$ cat config.mk
export PLATFORM = sky130hd
export DESIGN_NAME = sync_pkt_fifo
export DESIGN_NICKNAME = d
export VERILOG_FILES = /design/src/rtl/sync_pkt_fifo.sv
export SDC_FILE = /design/constraint.sdc
export NUM_CORES = 1
export LEC_CHECK = 0
export BUFFER_PORTS_ARGS = -buffer_cell sky130_fd_sc_hd__buf_2
export CORE_ASPECT_RATIO = 0.9
export CORE_MARGIN = 2
export CORE_UTILIZATION = 60
export CTS_CLUSTER_DIAMETER = 50
export DETAILED_ROUTE_END_ITERATION = 8
export GPL_TIMING_DRIVEN = 0
export PLACE_DENSITY = 0.84
export SLEW_MARGIN = 0
export SYNTH_ARGS = -nofsm -noshare
export SYNTH_HDL_FRONTEND = slang
export SYNTH_SLANG_ARGS = --single-unit
$ cat constraint.sdc
create_clock -name CLK -period 7.6 [get_ports CLK]
set_input_delay 1.52 -clock CLK [delete_from_list [all_inputs] [get_ports CLK]]
set_output_delay 1.52 -clock CLK [all_outputs]
set_load 0.02 [all_outputs]
$ cat src/rtl/sync_pkt_fifo.sv
// sync_pkt_fifo: single-clock FIFO with optional packet commit, level and error flags.
//   CLK / RST            clock, asynchronous active-low reset
//   W_INC, WR_DATA       write request and data
//   WR_LAST, WR_DROP     packet end marker / discard open packet (packet mode only)
//   FULL, ALMOST_FULL    computed from occupied words (committed + uncommitted)
//   R_INC, RD_DATA       read request, registered read data (1-cycle latency)
//   EMPTY, ALMOST_EMPTY  computed from committed readable words
//   LEVEL                committed readable word count
//   OVERFLOW, UNDERFLOW  sticky error flags, cleared by CLR_ERR
module sync_pkt_fifo #(
    parameter int DATA_WIDTH = 8,
    parameter int ADDR_WIDTH = 4,
    parameter int AFULL_TH   = 12,
    parameter int AEMPTY_TH  = 2,
    parameter int PKT_MODE   = 1
) (
    input  logic                  CLK,
    input  logic                  RST,
    input  logic                  W_INC,
    input  logic [DATA_WIDTH-1:0] WR_DATA,
    input  logic                  WR_LAST,
    input  logic                  WR_DROP,
    output logic                  FULL,
    output logic                  ALMOST_FULL,
    input  logic                  R_INC,
    output logic [DATA_WIDTH-1:0] RD_DATA,
    output logic                  EMPTY,
    output logic                  ALMOST_EMPTY,
    output logic [ADDR_WIDTH:0]   LEVEL,
    output logic                  OVERFLOW,
    output logic                  UNDERFLOW,
    input  logic                  CLR_ERR
);
    localparam int PW    = ADDR_WIDTH + 1;
    localparam int DEPTH = 2 ** ADDR_WIDTH;
    localparam logic [PW-1:0] DEPTH_P = PW'(DEPTH);
    localparam logic [PW-1:0] AF_P    = PW'(AFULL_TH);
    localparam logic [PW-1:0] AE_P    = PW'(AEMPTY_TH);

    typedef enum logic [1:0] {IDLE, IN_PKT, DISCARD} state_t;

    state_t                state;
    logic [PW-1:0]         wr_ptr, cmt_ptr, rd_ptr;
    logic [PW-1:0]         occ, lvl;
    logic [DATA_WIDTH-1:0] mem [DEPTH];

    logic drop, wr_try, wr_ok, wr_ovf, rd_ok, rd_unf;

    // wr_ptr runs ahead of cmt_ptr while a packet is open; the reader only sees cmt_ptr.
    assign occ          = wr_ptr - rd_ptr;
    assign lvl          = cmt_ptr - rd_ptr;
    assign FULL         = (occ == DEPTH_P);
    assign ALMOST_FULL  = (occ >= AF_P);
    assign EMPTY        = (cmt_ptr == rd_ptr);
    assign LEVEL        = lvl;
    assign ALMOST_EMPTY = (lvl <= AE_P);

    always_comb begin
        // A drop swallows the beat presented alongside it; DISCARD ignores all beats.
        drop   = (PKT_MODE != 0) && WR_DROP;
        wr_try = W_INC && !drop && (state != DISCARD);
        wr_ok  = wr_try && !FULL;
        wr_ovf = wr_try && FULL;
        rd_ok  = R_INC && !EMPTY;
        rd_unf = R_INC && EMPTY;
    end

    always_ff @(posedge CLK) begin
        if (wr_ok) mem[wr_ptr[ADDR_WIDTH-1:0]] <= WR_DATA;
    end

    always_ff @(posedge CLK or negedge RST) begin
        if (!RST) begin
            state     <= IDLE;
            wr_ptr    <= '0;
            cmt_ptr   <= '0;
            rd_ptr    <= '0;
            RD_DATA   <= '0;
            OVERFLOW  <= 1'b0;
            UNDERFLOW <= 1'b0;
        end else begin
            if (rd_ok) begin
                RD_DATA <= mem[rd_ptr[ADDR_WIDTH-1:0]];
                rd_ptr  <= rd_ptr + 1'b1;
            end

            if (PKT_MODE == 0) begin
                if (wr_ok) begin
                    wr_ptr  <= wr_ptr + 1'b1;
                    cmt_ptr <= wr_ptr + 1'b1;
                end
            end else if (drop) begin
                // In IDLE wr_ptr already equals cmt_ptr, so this is harmless there.
                wr_ptr <= cmt_ptr;
                state  <= IDLE;
            end else begin
                case (state)
                    IDLE: begin
                        if (wr_ok) begin
                            wr_ptr <= wr_ptr + 1'b1;
                            if (WR_LAST) cmt_ptr <= wr_ptr + 1'b1;
                            else         state   <= IN_PKT;
                        end
                    end
                    IN_PKT: begin
                        if (wr_ok) begin
                            wr_ptr <= wr_ptr + 1'b1;
                            if (WR_LAST) begin
                                cmt_ptr <= wr_ptr + 1'b1;
                                state   <= IDLE;
                            end
                        end else if (wr_ovf) begin
                            // Packet cannot fit: roll back and swallow the rest of it.
                            wr_ptr <= cmt_ptr;
                            state  <= WR_LAST ? IDLE : DISCARD;
                        end
                    end
                    DISCARD: begin
                        if (W_INC && WR_LAST) state <= IDLE;
                    end
                    default: state <= IDLE;
                endcase
            end

            // A new event in the same cycle beats the clear.
            OVERFLOW  <= wr_ovf | (OVERFLOW  & ~CLR_ERR);
            UNDERFLOW <= rd_unf | (UNDERFLOW & ~CLR_ERR);
        end
    end
endmodule
After elaboration in Yosys (flattened, before gate mapping)
Memory sizes are Yosys's and may differ from the RTL's. A register that Yosys moved wholly into a read port is not among the register bits.
Index checks and enable logic that the tools add are counted.
- register bits after elaboration: 19
- input bits: 15
- memories: 1
- word-level logic and storage cells: 62
- bits in writable memories: 128
- memory list (memory ; words ; bits a word ; rd ports ; clocked after Yosys merged registers in ; wr ports ; RTL line ; source):
    mem ; 16 ; 8 ; 1 ; 1 ; 1 ; 45 ; logic [DATA_WIDTH-1:0] mem [DEPTH];
- reductions and logical operators: 17
- equal/unequal tests: 10
- $lt $le $gt $ge: 2
- bitwise operators: 6
- add/subtract/negate cells: 4
- multiplexer cells: 16
- operators with widths (cell ; number):
    $mux 5 ; 4
    $mux 2 ; 8
    $add 5x1->5 const B ; 2
    $pmux 5 s2 ; 1
    $sub 5x5->5 ; 2
    $ne 3x3->1 const B ; 3
    $ne 4x4->1 const B ; 2
    $logic_and 1x1->1 ; 7
    $pmux 2 s3 ; 1
    $eq 5x5->1 ; 1
    $eq 5x5->1 const B ; 1
    $ge 5x4->1 const B ; 1
    $le 5x2->1 const B ; 1
    $reduce_and 5->1 ; 1
    $logic_not 1->1 ; 4
    $reduce_and 4->1 ; 1
    $reduce_and 3->1 ; 1
    $reduce_bool 3->1 ; 1
    $and 1x1->1 ; 2
    $eq 2x1->1 const B ; 1
    $eq 2x2->1 const B ; 1
    $logic_not 2->1 ; 1
    $mux 1 ; 2
    $ne 2x2->1 const B ; 1
    3 further kinds ; 5

Longest topological paths before layout
- depth in word-level cells: 8
- depth in mapped cells: 12
- depth with buffers taken out: 10

Least setup slack after synthesis
OpenSTA, ideal clock, no wires.
- kind: register to output
- from: reg rd_ptr[1]
- to: out ALMOST_EMPTY
- slack: 2.919 ns
- arrival time: 3.161 ns
- path buffers: 2
- required time: 6.080 ns
- cell stages (with the launch flop): 9
- cell sequence: dfrtp_1 -> clkbuf_1 -> buf_1 -> inv_1 -> fa_1 -> a21o_1 -> a21oi_1 -> xnor2_1 -> a2111oi_0
- cells in the longest elaborated chain, start to end: 2
- RTL lines (what ; RTL line ; source):
    start: declaration ; 43 ; logic [PW-1:0] wr_ptr, cmt_ptr, rd_ptr;
    start signal: assignment ; 84 ; rd_ptr <= rd_ptr + 1'b1;
    $sub 5x5->5 ; 51 ; assign lvl = cmt_ptr - rd_ptr;
    net LEVEL[4] ; 29 ; output logic [ADDR_WIDTH:0] LEVEL,
    $le 5x2->1 ; 56 ; assign ALMOST_EMPTY = (lvl <= AE_P);
    end: declaration ; 28 ; output logic ALMOST_EMPTY,
The timed path passes the listed nets, and every way through them passes these cells.

Final worst setup path
- from: reg rd_ptr[1]
- to: out FULL
- cells in the longest elaborated chain, start to end: 2
- RTL lines (what ; RTL line ; source):
    $sub 5x5->5 ; 50 ; assign occ = wr_ptr - rd_ptr;
    $eq 5x5->1 ; 52 ; assign FULL = (occ == DEPTH_P);
    end: declaration ; 23 ; output logic FULL,
Every way passes these cells.

==> results_dict.tcl <==
set metrics [dict create \
    r2r-start "rd_ptr[1]" \
    clock_latency_ps 420 \
    synth_top_area_share_pct 58.3 \
    path_class "flop to output port" \
    ctsHoldBuffers 0 \
    path_delay_family "buffers and inverters" \
    drc 0 \
    fp.dieW_um 115 \
    drtAntennaViolNets 0 \
    slew_headroom_pct 17.5 \
    tightest_slew_ps 1230 \
    post-route-worst-setup-slack_ps 2570 \
    finClkSkew_ps 7.31 \
    r2r_cells 10 \
    fin_crit_ps 5030 \
    clk_pin_slew_ps 60 \
    powerDensity_nw_per_um2 424 \
    irDropWorstVdd_uv 263 \
    start_util_pct 61.3 \
    cpMostUsedCell "inv_1" \
    core_um2 10800 \
    die_y_um 103 \
    cts_resized 0 \
    whs_path_depth 2 \
    grt_pass1_wl_um 20900 \
    clk_root_buffer_cell "clkbuf_16" \
    fin_setup_tns_ps 0 \
    synth.largest_area_cell "edfxtp_1" \
    avgSynthCellArea_um2 17.4 \
    syn_nets 408 \
    crit_start "rd_ptr[1]" \
    grt_pass1_vias 3667 \
    crit_buf_inv 5 \
    drt-wirelength-per-cell_um 23.7 \
    yosysWarnings 0 \
    tritoncts "done" \
    syn_to_final_growth_pct 14.1 \
    syn_inst 379 \
    cts_buffers 17 \
    worstSetupPathDepth 10 \
    num_vias 3594 \
    fmax_mhz 199 \
    post_cts_buffers 0 \
    grt_usage_pct 25.2 \
    maxCapViolCount 0 \
    worst-path-max-fanout 10 \
    drtPass1Iterations 5 \
    wl_um 13700 \
    nets 460 \
    status "completed" \
    dp_slack_ps 3050 \
    arrival_ps 3510 \
    cts.sinks 155 \
    netlist_area_um2 6600 \
    port_buffers 32 \
    required_ps 6080 \
    finalMaxSlewViolations 0 \
    grt_max_degree 28 \
    hp-start "RD_DATA[3]" \
    hold_viol 0 \
    viasPerCell 6.23 \
    routabilityCongestion 0.862 \
    overflow 0 \
    setup_viol_count_final 0 \
    cp-start-kind "flop" \
    ys_seq_area_share_pct 68.5 \
    antennaDiodeCount 0 \
    critical-path-max-stage-delay_ps 510 \
    nFillCells 660 \
    critical-path-slowest-cell "buf_1" \
    drt_iter0_markers 338 \
    io_pins 34 \
    antenna_found_initial 0 \
    synth-seq-cells 155 \
    rows 36 \
    ys_types 46 \
    die_area_um2 11800 \
    fin_crit_sh_pct 66.1 \
    leakage_nw 2.69 \
    total_power_mw 3.19 \
    hold_path.class "flop to flop" \
    rsz0062_at_grt "false" \
    cts_buffer_depth 2 \
    drive_above_1_share_pct 26.6 \
    htree_levels 4 \
    cp_cell_sequence "clkbuf_1 -> buf_1 -> inv_1 -> ha_1 -> nand2b_1 -> xnor2_1 -> and3_1 -> nand4_1 -> inv_1 -> buf_2" \
    cp-end-kind "output port" \
    synthTopCellsByArea "edfxtp_1, mux4_2, dfrtp_1" \
    hpwl_um 9100 \
]
flip-flops by register name, indices dropped and copies added, names as in the netlist:
name,flops
OVERFLOW,1
RD_DATA,8
UNDERFLOW,1
cmt_ptr,5
mem,128
rd_ptr,5
state,2
wr_ptr,5
worst reg2reg max path, cell delays in order (launching register included):
cell      delay (ps)
dfrtp_1          360
clkbuf_1         420
buf_1            510
inv_1            250
ha_1             380
nor2b_4          160
o211ai_2         100
a21o_2           260
a41oi_4          390
nand2_1          230
nor3_1           980
cells in the mapped netlist, drive strengths merged:
library cell and instances:
nand4 5, nor3 4, dfrtp 27, inv 15, nand3b 2, nor2 19, o21ai 8, a2111oi 1
clkbuf 9, and2 1, a31oi 2, nor2b 4, a21oi 13, and4 1, buf 5, a22oi 2
nor4 1, o22ai 1, o211ai 1, ha 13, nand2b 3, mux2 1, edfxtp 128, a21o 4
and3 2, nor4b 1, xor2 4, mux4 40, nand3 3, o21a 1, xnor2 13, fa 1
a41oi 1, nand2 36, and4b 1, mux2i 6
worst paths after layout:
kind	to	slack, ps
worst min-delay path	RD_DATA[3]	480
min in group asynchronous	cmt_ptr[0]	1130
worst max-delay path	FULL	2570
worst max register to register	mem[0][3]	3170
worst min register to register	RD_DATA[3]	480
max in group asynchronous	RD_DATA[0]	6020
metrics by stage:
stage / std cells / cell area [um2] / hold WS, ps / util, %
after floorplan: 379 / 6600 / 486 / -
after global placement: 544 / 6920 / 459 / 64.3
after detailed placement: 545 / 6940 / 460 / 64.4
after CTS: 577 / 7520 / 486 / 69.9
after global routing: 577 / 7520 / 526 / 69.9
final: 577 / 7520 / 482 / 69.9
routing by layer:
layer	GRT usage (%)	up-vias	routed length [um]
met3	7.46	22	1240
li1	-	1579	-
met2	39.4	170	6600
met5	0	-	0
met1	33.7	1823	5570
met4	10.8	0	270
power breakdown:
group	internal (mW)	total, mW	switching, mW
combinational	0.526	1.24	0.718
sequential	1.03	1.10	0.0793
clock	0.531	0.840	0.309
total	2.08	3.19	1.11
cell families (layout without fill, tap and decap cells):
kind of cell / after synthesis / count (layout) / share of synthesized area, %
and+or+nand+nor: 83 / 83 / 6.34
AOI/OAI and AO/OA: 34 / 34 / 3.49
adders and majority gates: 14 / 14 / 2.77
DFF: 155 / 155 / 68.5
buffers and inverters: 29 / 94 / 1.73
muxes: 47 / 47 / 14.8
xor gates and xnor gates: 17 / 17 / 2.37
placed cells by master, fill, tap and decap left out, types with 13 or more instances in the layout:
cell,n
clkbuf_1,13
nor2_1,18
inv_1,14
nand2_1,36
clkbuf_16,17
buf_2,35
xnor2_1,13
ha_1,13
mux4_2,40
edfxtp_1,128
dfrtp_1,27
final cells by class:
type	count	area [um2]	area share, %
Inverter	15	56.3	0.748
Multi-Input combinational cell	195	1970	26.2
Clock inverter	8	116	1.55
Buffer	14	57.6	0.765
Sequential cell	155	4520	60.1
Clock buffer	24	472	6.27
Tap cell	133	166	2.21
Timing Repair Buffer	33	168	2.23
(Power assumes the default switching activity.)
